<file path="config.mk">
export PLATFORM = sky130hd
export DESIGN_NAME = exp_product_accum
export DESIGN_NICKNAME = d
export VERILOG_FILES = /design/src/rtl/ex_pkg.sv /design/src/rtl/ex_factor_rom.sv /design/src/rtl/exp_product_accum.sv
export SDC_FILE = /design/constraint.sdc
export NUM_CORES = 2
export LEC_CHECK = 0
export CORE_MARGIN = 5
export CORE_UTILIZATION = 45
export DETAILED_ROUTE_END_ITERATION = 8
export PLACE_DENSITY_LB_ADDON = 0.2
export REMOVE_ABC_BUFFERS = 1
export SETUP_SLACK_MARGIN = 0.2
export SYNTH_ARGS = -nofsm -noshare
export SYNTH_HDL_FRONTEND = slang
export SYNTH_HIERARCHICAL = 1
export SYNTH_SLANG_ARGS = --single-unit
</file>
<file path="constraint.sdc">
create_clock -name clk -period 13.4 [get_ports clk]
set_clock_uncertainty 0.05 [all_clocks]
set_input_delay 3.35 -clock clk [delete_from_list [all_inputs] [get_ports clk]]
set_output_delay 3.35 -clock clk [all_outputs]
set_load 0.03 [all_outputs]
</file>
<file path="src/rtl/ex_pkg.sv">
// Shared constants, FSM encoding and factor table for the e^X product accumulator.
package ex_pkg;

  localparam int unsigned DW      = 26;
  localparam int unsigned FRAC    = 11;
  localparam int unsigned N_TERMS = 6;
  localparam int unsigned CODE_W  = 6;

  localparam logic [DW-1:0] ONE_Q = 26'h800;
  localparam logic [DW-1:0] SAT_Q = 26'h3FFFFFF;

  typedef enum logic [1:0] {
    IDLE = 2'b01,
    MUL  = 2'b10
  } state_t;

  // round(e^i * 2^11), i = 0..10
  localparam logic [DW-1:0] EXP_TAB [0:10] = '{
    26'h0000800, 26'h00015BF, 26'h0003B1D, 26'h000A0AF,
    26'h001B4C9, 26'h004A34E, 26'h00C9B6E, 26'h0224511,
    26'h05D27AA, 26'h0FD38AC, 26'h2B053BA
  };

endpackage

</file>
<file path="src/rtl/ex_factor_rom.sv">
// Combinational factor lookup: 6-bit code {int_or_fra, i} -> Q15.11 constant.
module ex_factor_rom
  import ex_pkg::*;
(
  input  logic [CODE_W-1:0] code,
  output logic [DW-1:0]     factor
);

  always_comb begin
    factor = ONE_Q;
    if (code[5]) begin
      case (code[4:0])
        5'd0:    factor = EXP_TAB[0];
        5'd1:    factor = EXP_TAB[1];
        5'd2:    factor = EXP_TAB[2];
        5'd3:    factor = EXP_TAB[3];
        5'd4:    factor = EXP_TAB[4];
        5'd5:    factor = EXP_TAB[5];
        5'd6:    factor = EXP_TAB[6];
        5'd7:    factor = EXP_TAB[7];
        5'd8:    factor = EXP_TAB[8];
        5'd9:    factor = EXP_TAB[9];
        5'd10:   factor = EXP_TAB[10];
        default: factor = SAT_Q;
      endcase
    end else if ((code[4:0] >= 5'd1) && (code[4:0] <= 5'd11)) begin
      // 1 + 2^-i
      factor = ONE_Q + (ONE_Q >> code[4:0]);
    end
  end

endmodule

</file>
<file path="src/rtl/exp_product_accum.sv">
// Serial product of six captured factor constants into a saturating Q15.11 accumulator.
module exp_product_accum
  import ex_pkg::*;
(
  input  logic              clk,
  input  logic              rst,
  input  logic              mul_valid,
  input  logic [CODE_W-1:0] multiplier_0,
  input  logic [CODE_W-1:0] multiplier_1,
  input  logic [CODE_W-1:0] multiplier_2,
  input  logic [CODE_W-1:0] multiplier_3,
  input  logic [CODE_W-1:0] multiplier_4,
  input  logic [CODE_W-1:0] multiplier_5,
  output logic [DW-1:0]     exp_out,
  output logic              exp_valid,
  output logic              exp_sat,
  output logic              busy
);

  state_t              state_q, state_d;
  logic [CODE_W-1:0]   code_q [N_TERMS];
  logic [2:0]          idx_q;
  logic [DW-1:0]       acc_q;
  logic                sat_q;

  logic [DW-1:0]       factor;
  logic [2*DW-1:0]     prod;
  logic [2*DW-1:0]     prod_rnd;
  logic                step_sat;
  logic [DW-1:0]       acc_step;
  logic                capture;
  logic                last_term;

  assign capture   = (state_q == IDLE) && mul_valid;
  assign last_term = (state_q == MUL) && (idx_q == 3'(N_TERMS - 1));

  ex_factor_rom u_rom (
    .code   (code_q[idx_q]),
    .factor (factor)
  );

  // Rounded product cannot overflow 52 bits: (2^26-1)^2 + 2^10 < 2^52.
  always_comb begin
    prod     = (2*DW)'(acc_q) * (2*DW)'(factor);
    prod_rnd = prod + ((2*DW)'(1) << (FRAC - 1));
    step_sat = |prod_rnd[2*DW-1:DW+FRAC];
    acc_step = step_sat ? SAT_Q : prod_rnd[DW+FRAC-1:FRAC];
  end

  always_comb begin
    state_d = state_q;
    case (state_q)
      IDLE:    if (mul_valid) state_d = MUL;
      MUL:     if (last_term) state_d = IDLE;
      default: state_d = IDLE;
    endcase
  end

  always_ff @(posedge clk) begin
    if (rst) state_q <= IDLE;
    else     state_q <= state_d;
  end

  always_ff @(posedge clk) begin
    if (rst) begin
      for (int unsigned k = 0; k < N_TERMS; k++) code_q[k] <= '0;
      idx_q     <= '0;
      acc_q     <= '0;
      sat_q     <= 1'b0;
      exp_out   <= '0;
      exp_valid <= 1'b0;
      exp_sat   <= 1'b0;
      busy      <= 1'b0;
    end else begin
      exp_valid <= 1'b0;
      if (capture) begin
        code_q[0] <= multiplier_0;
        code_q[1] <= multiplier_1;
        code_q[2] <= multiplier_2;
        code_q[3] <= multiplier_3;
        code_q[4] <= multiplier_4;
        code_q[5] <= multiplier_5;
        acc_q     <= ONE_Q;
        idx_q     <= '0;
        sat_q     <= 1'b0;
        busy      <= 1'b1;
      end else if (state_q == MUL) begin
        acc_q <= acc_step;
        sat_q <= sat_q | step_sat;
        idx_q <= idx_q + 3'd1;
        if (last_term) begin
          exp_out   <= acc_step;
          exp_sat   <= sat_q | step_sat;
          exp_valid <= 1'b1;
          busy      <= 1'b0;
          idx_q     <= '0;
        end
      end
    end
  end

endmodule
</file>
==> flow_metrics.env <==
export IMPL_status="finished clean"
export IMPL_place_congestion=0.938
export IMPL_setup_tns_ps=0
export IMPL_report_final_slew_viol_count=0
export IMPL_max_freq_ghz=0.0860
export IMPL_clock_sinks=100
export IMPL_tightest_slew_ps=1190
export IMPL_ys_types=67
export IMPL_die_width_um=257
export IMPL_synth_async_reset_ratio_pct=0
export IMPL_cp_top_family="adder cells"
export IMPL_nets=3910
export IMPL_viasPerCell=5.39
export IMPL_ant_nets=0
export IMPL_crit_required_ps=13550
export IMPL_fp_dieH_um=257
export IMPL_cts_path_max_buffers=2
export IMPL_die_area_um2=66000
export IMPL_reg2reg_depth=32
export IMPL_yosysSeqAreaShare_pct=8.61
export IMPL_path_clk_slew_ps=70
export IMPL_arrival_ps=11770
export IMPL_h_tree_depth=3
export IMPL_cts_tree="yes"
export IMPL_hp_class="reg2reg"
export IMPL_critPathKind="reg2reg"
export IMPL_critPathMaxFanout=54
export IMPL_start_kind="register"
export IMPL_port_buffers=67
export IMPL_antenna_found_initial=4
export IMPL_p_per_area_nw_per_um2=38.0
export IMPL_relSlewSlack_pct=20.5
export IMPL_synth_seq_cells=100
export IMPL_drc=0
export IMPL_fin_crit_sh_pct=86.7
export IMPL_hold_depth=2
export IMPL_cts_hold_buf=0
export IMPL_max_cap_violations=0
export IMPL_synth_main_ff_cell="dfxtp_1"
export IMPL_grt_usage_pct=23.9
export IMPL_ys_warn_count=6
export IMPL_post_cts_buffers=0
export IMPL_postPlaceCellArea_um2=28900
export IMPL_reg2reg_slack_ps=1780
export IMPL_cts_buffers=9
export IMPL_grt_overflow_total=0
export IMPL_drt_iter0_drc=1200
export IMPL_peakVddDrop_v=0.0000721
export IMPL_dp_slack_ps=1800
export IMPL_ctsResizeCount=0
export IMPL_fin_crit_ps=11620
export IMPL_syn_inst=3114
export IMPL_synth_area_um2=27400
export IMPL_initial_utilization_pct=45.5
export IMPL_clkLatencyLatePin_ps=360
export IMPL_fin_ws_ps=1780
export IMPL_rsz0062_at_grt="false"
export IMPL_final_setup_viol_count=0
export IMPL_drt_wl_total_mm=76.9
export IMPL_dr_pass1_iters=6
export IMPL_dp_hpwl_mm=61.2
export IMPL_avgSynthCellArea_um2=8.81
export IMPL_critPathSlowestCell="dfxtp_1"
export IMPL_cp_slowest_stage_delay_ps=820
export IMPL_dp_cells=3846
export IMPL_grt_pass1_vias=23094
export IMPL_hold_path_endpoint="sat_q$_SDFFE_PP0N_"
export IMPL_crit_buf_inv=7
export IMPL_fp_coreArea_um2=60400
export IMPL_synth_edf_count=36
export IMPL_holdCritStartpoint="sat_q$_SDFFE_PP0N_"
export IMPL_io_pins=68
export IMPL_path_common_cell="fa_1"
export IMPL_drive_above_1_share_pct=4.32
export IMPL_area_growth_pct=6.40
export IMPL_rows=90
export IMPL_cts_root_buf="clkbuf_16"
export IMPL_n_antenna_cell=0
export IMPL_grt_max_degree=55
export IMPL_worst_r2r_endpoint="acc_q[4]$_SDFFE_PP0N_"
export IMPL_vias=20816
export IMPL_total_leakage_power_nw=14.2
export IMPL_hold_viol=0
export IMPL_final_cell_count_no_fill=3862
export IMPL_routedWlPerCell_um=19.9
export IMPL_grt_pass1_wl_mm=127
export IMPL_final_cell_area_um2=29200
export IMPL_critPathCaptureType="register"
[cell usage in the layout (no fill, tap or decap), drive strengths merged, types with 8 or more instances in the layout]
cell             n
a21o            10
a21oi          112
a31oi           41
and2           403
buf             56
clkbuf          11
clkdlybuf4s50   67
dfxtp           64
edfxtp          36
fa             574
ha             222
inv            684
mux2i           10
nand2          379
nand2b          10
nand3           12
nand4           29
nor2            93
nor3            11
nor4             8
o21a            10
o21ai          109
xnor2           24
xor2            11
[through the flow]
| stage | total power [mW] | hold WS, ps | utilization, % |
|---|---|---|---|
| after floorplan | 0.629 | 376 | - |
| after global placement | 0.836 | 397 | 47.9 |
| after detailed placement | 0.842 | 404 | 47.9 |
| after CTS | 1.12 | 421 | 48.4 |
| after global routing | 1.18 | 456 | 48.4 |
| final | 1.11 | 415 | 48.4 |
[layout make-up]
type	instances	area, um^2
multi-input combinational	2159	21900
clock inverter	5	41.3
timing repair buffer	123	1090
tap	782	978
sequential	100	2360
fill	5839	31200
clock buffer	11	264
inverter	682	2560
[kinds of logic after synthesis]
kind of cell / after synthesis / synth area share (%)
AO/OA/AOI/OAI: 337 / 7.53
XOR/XNOR: 35 / 1.12
adder cells (fa/ha/maj): 796 / 52.0
buffers and inverters: 855 / 11.9
flip-flops: 100 / 8.61
multiplexers: 16 / 0.857
AND/OR/NAND/NOR: 975 / 17.9
[worst max-delay path by stage]
| stage | end | slack (ps) | depth (start not counted) |
|---|---|---|---|
| final | acc_q[4]$_SDFFE_PP0N_ | 1780 | 32 |
| after global routing | acc_q[4]$_SDFFE_PP0N_ | 1200 | 31 |
| after CTS | acc_q[4]$_SDFFE_PP0N_ | 1750 | 32 |
| after global placement | acc_q[11]$_SDFFE_PP0P_ | 1980 | 32 |
| after floorplan | acc_q[11]$_SDFFE_PP0P_ | 1290 | 31 |
| after detailed placement | acc_q[11]$_SDFFE_PP0P_ | 1800 | 32 |
[sequential cells by signal (all words and copies together), names as in the netlist, named ones only]
| signal | flops |
|---|---|
| code_q | 36 |
| acc_q | 26 |
| exp_out | 26 |
| idx_q | 3 |
| state_q | 2 |
| busy | 1 |
| exp_sat | 1 |
| exp_valid | 1 |
| sat_q | 1 |
[Yosys cell counts, types with 3 or more instances]
cell type | count | area (um^2)
inv_1 | 682 | 2560
fa_1 | 574 | 11500
and2_1 | 403 | 2520
nand2_1 | 379 | 1420
ha_1 | 222 | 2780
clkbuf_1 | 154 | 578
o21ai_0 | 105 | 526
nor2_1 | 93 | 349
a21oi_1 | 92 | 460
dfxtp_1 | 64 | 1280
a31oi_1 | 40 | 250
edfxtp_1 | 36 | 1080
nand4_1 | 29 | 181
xnor2_1 | 24 | 210
a21oi_2 | 20 | 175
nand3_1 | 12 | 60.1
nor3_1 | 11 | 55.1
xor2_1 | 11 | 96.3
a21o_1 | 10 | 75.1
mux2i_1 | 10 | 100
nand2b_1 | 10 | 62.6
o21a_1 | 10 | 75.1
buf_6 | 8 | 90.1
a211oi_1 | 7 | 52.6
nor2b_1 | 7 | 43.8
nor4_1 | 7 | 43.8
and3_1 | 6 | 37.5
buf_2 | 6 | 30.0
mux4_2 | 6 | 135
o211ai_1 | 5 | 37.5
o221ai_1 | 5 | 43.8
or2_2 | 5 | 31.3
or3_1 | 5 | 31.3
buf_1 | 4 | 15.0
o21ai_1 | 4 | 20.0
o21bai_1 | 4 | 30.0
o22ai_1 | 4 | 25.0
o31ai_1 | 4 | 30.0
a211o_1 | 3 | 26.3
[report_power, final]
part           leakage [nW]  internal (mW)  switching (mW)  total [mW]
clock                 0.149          0.145           0.125       0.270
sequential            0.905          0.329         0.00769       0.336
combinational          13.2          0.149           0.355       0.503
total                  14.2          0.622           0.487        1.11
[worst register-to-register path, delay by kind of cell, from the launching register on]
family	cells	cell delay, ps
AO/OA/AOI/OAI	8	2950
XOR/XNOR	1	170
buffers and inverters	7	1270
adder cells (fa/ha/maj)	9	4450
multiplexers	1	350
AND/OR/NAND/NOR	6	1390
flip-flops	1	820
[layer usage]
layer / track usage [%] / wire (um) / vias up
met5: 0 / 18 / -
met1: 32.7 / 33300 / 10700
li1: - / - / 9294
met3: 3.35 / 4510 / 149
met4: 6.17 / 2240 / 2
met2: 40.3 / 36900 / 671
Note: power is estimated with default switching activity, not from simulation.
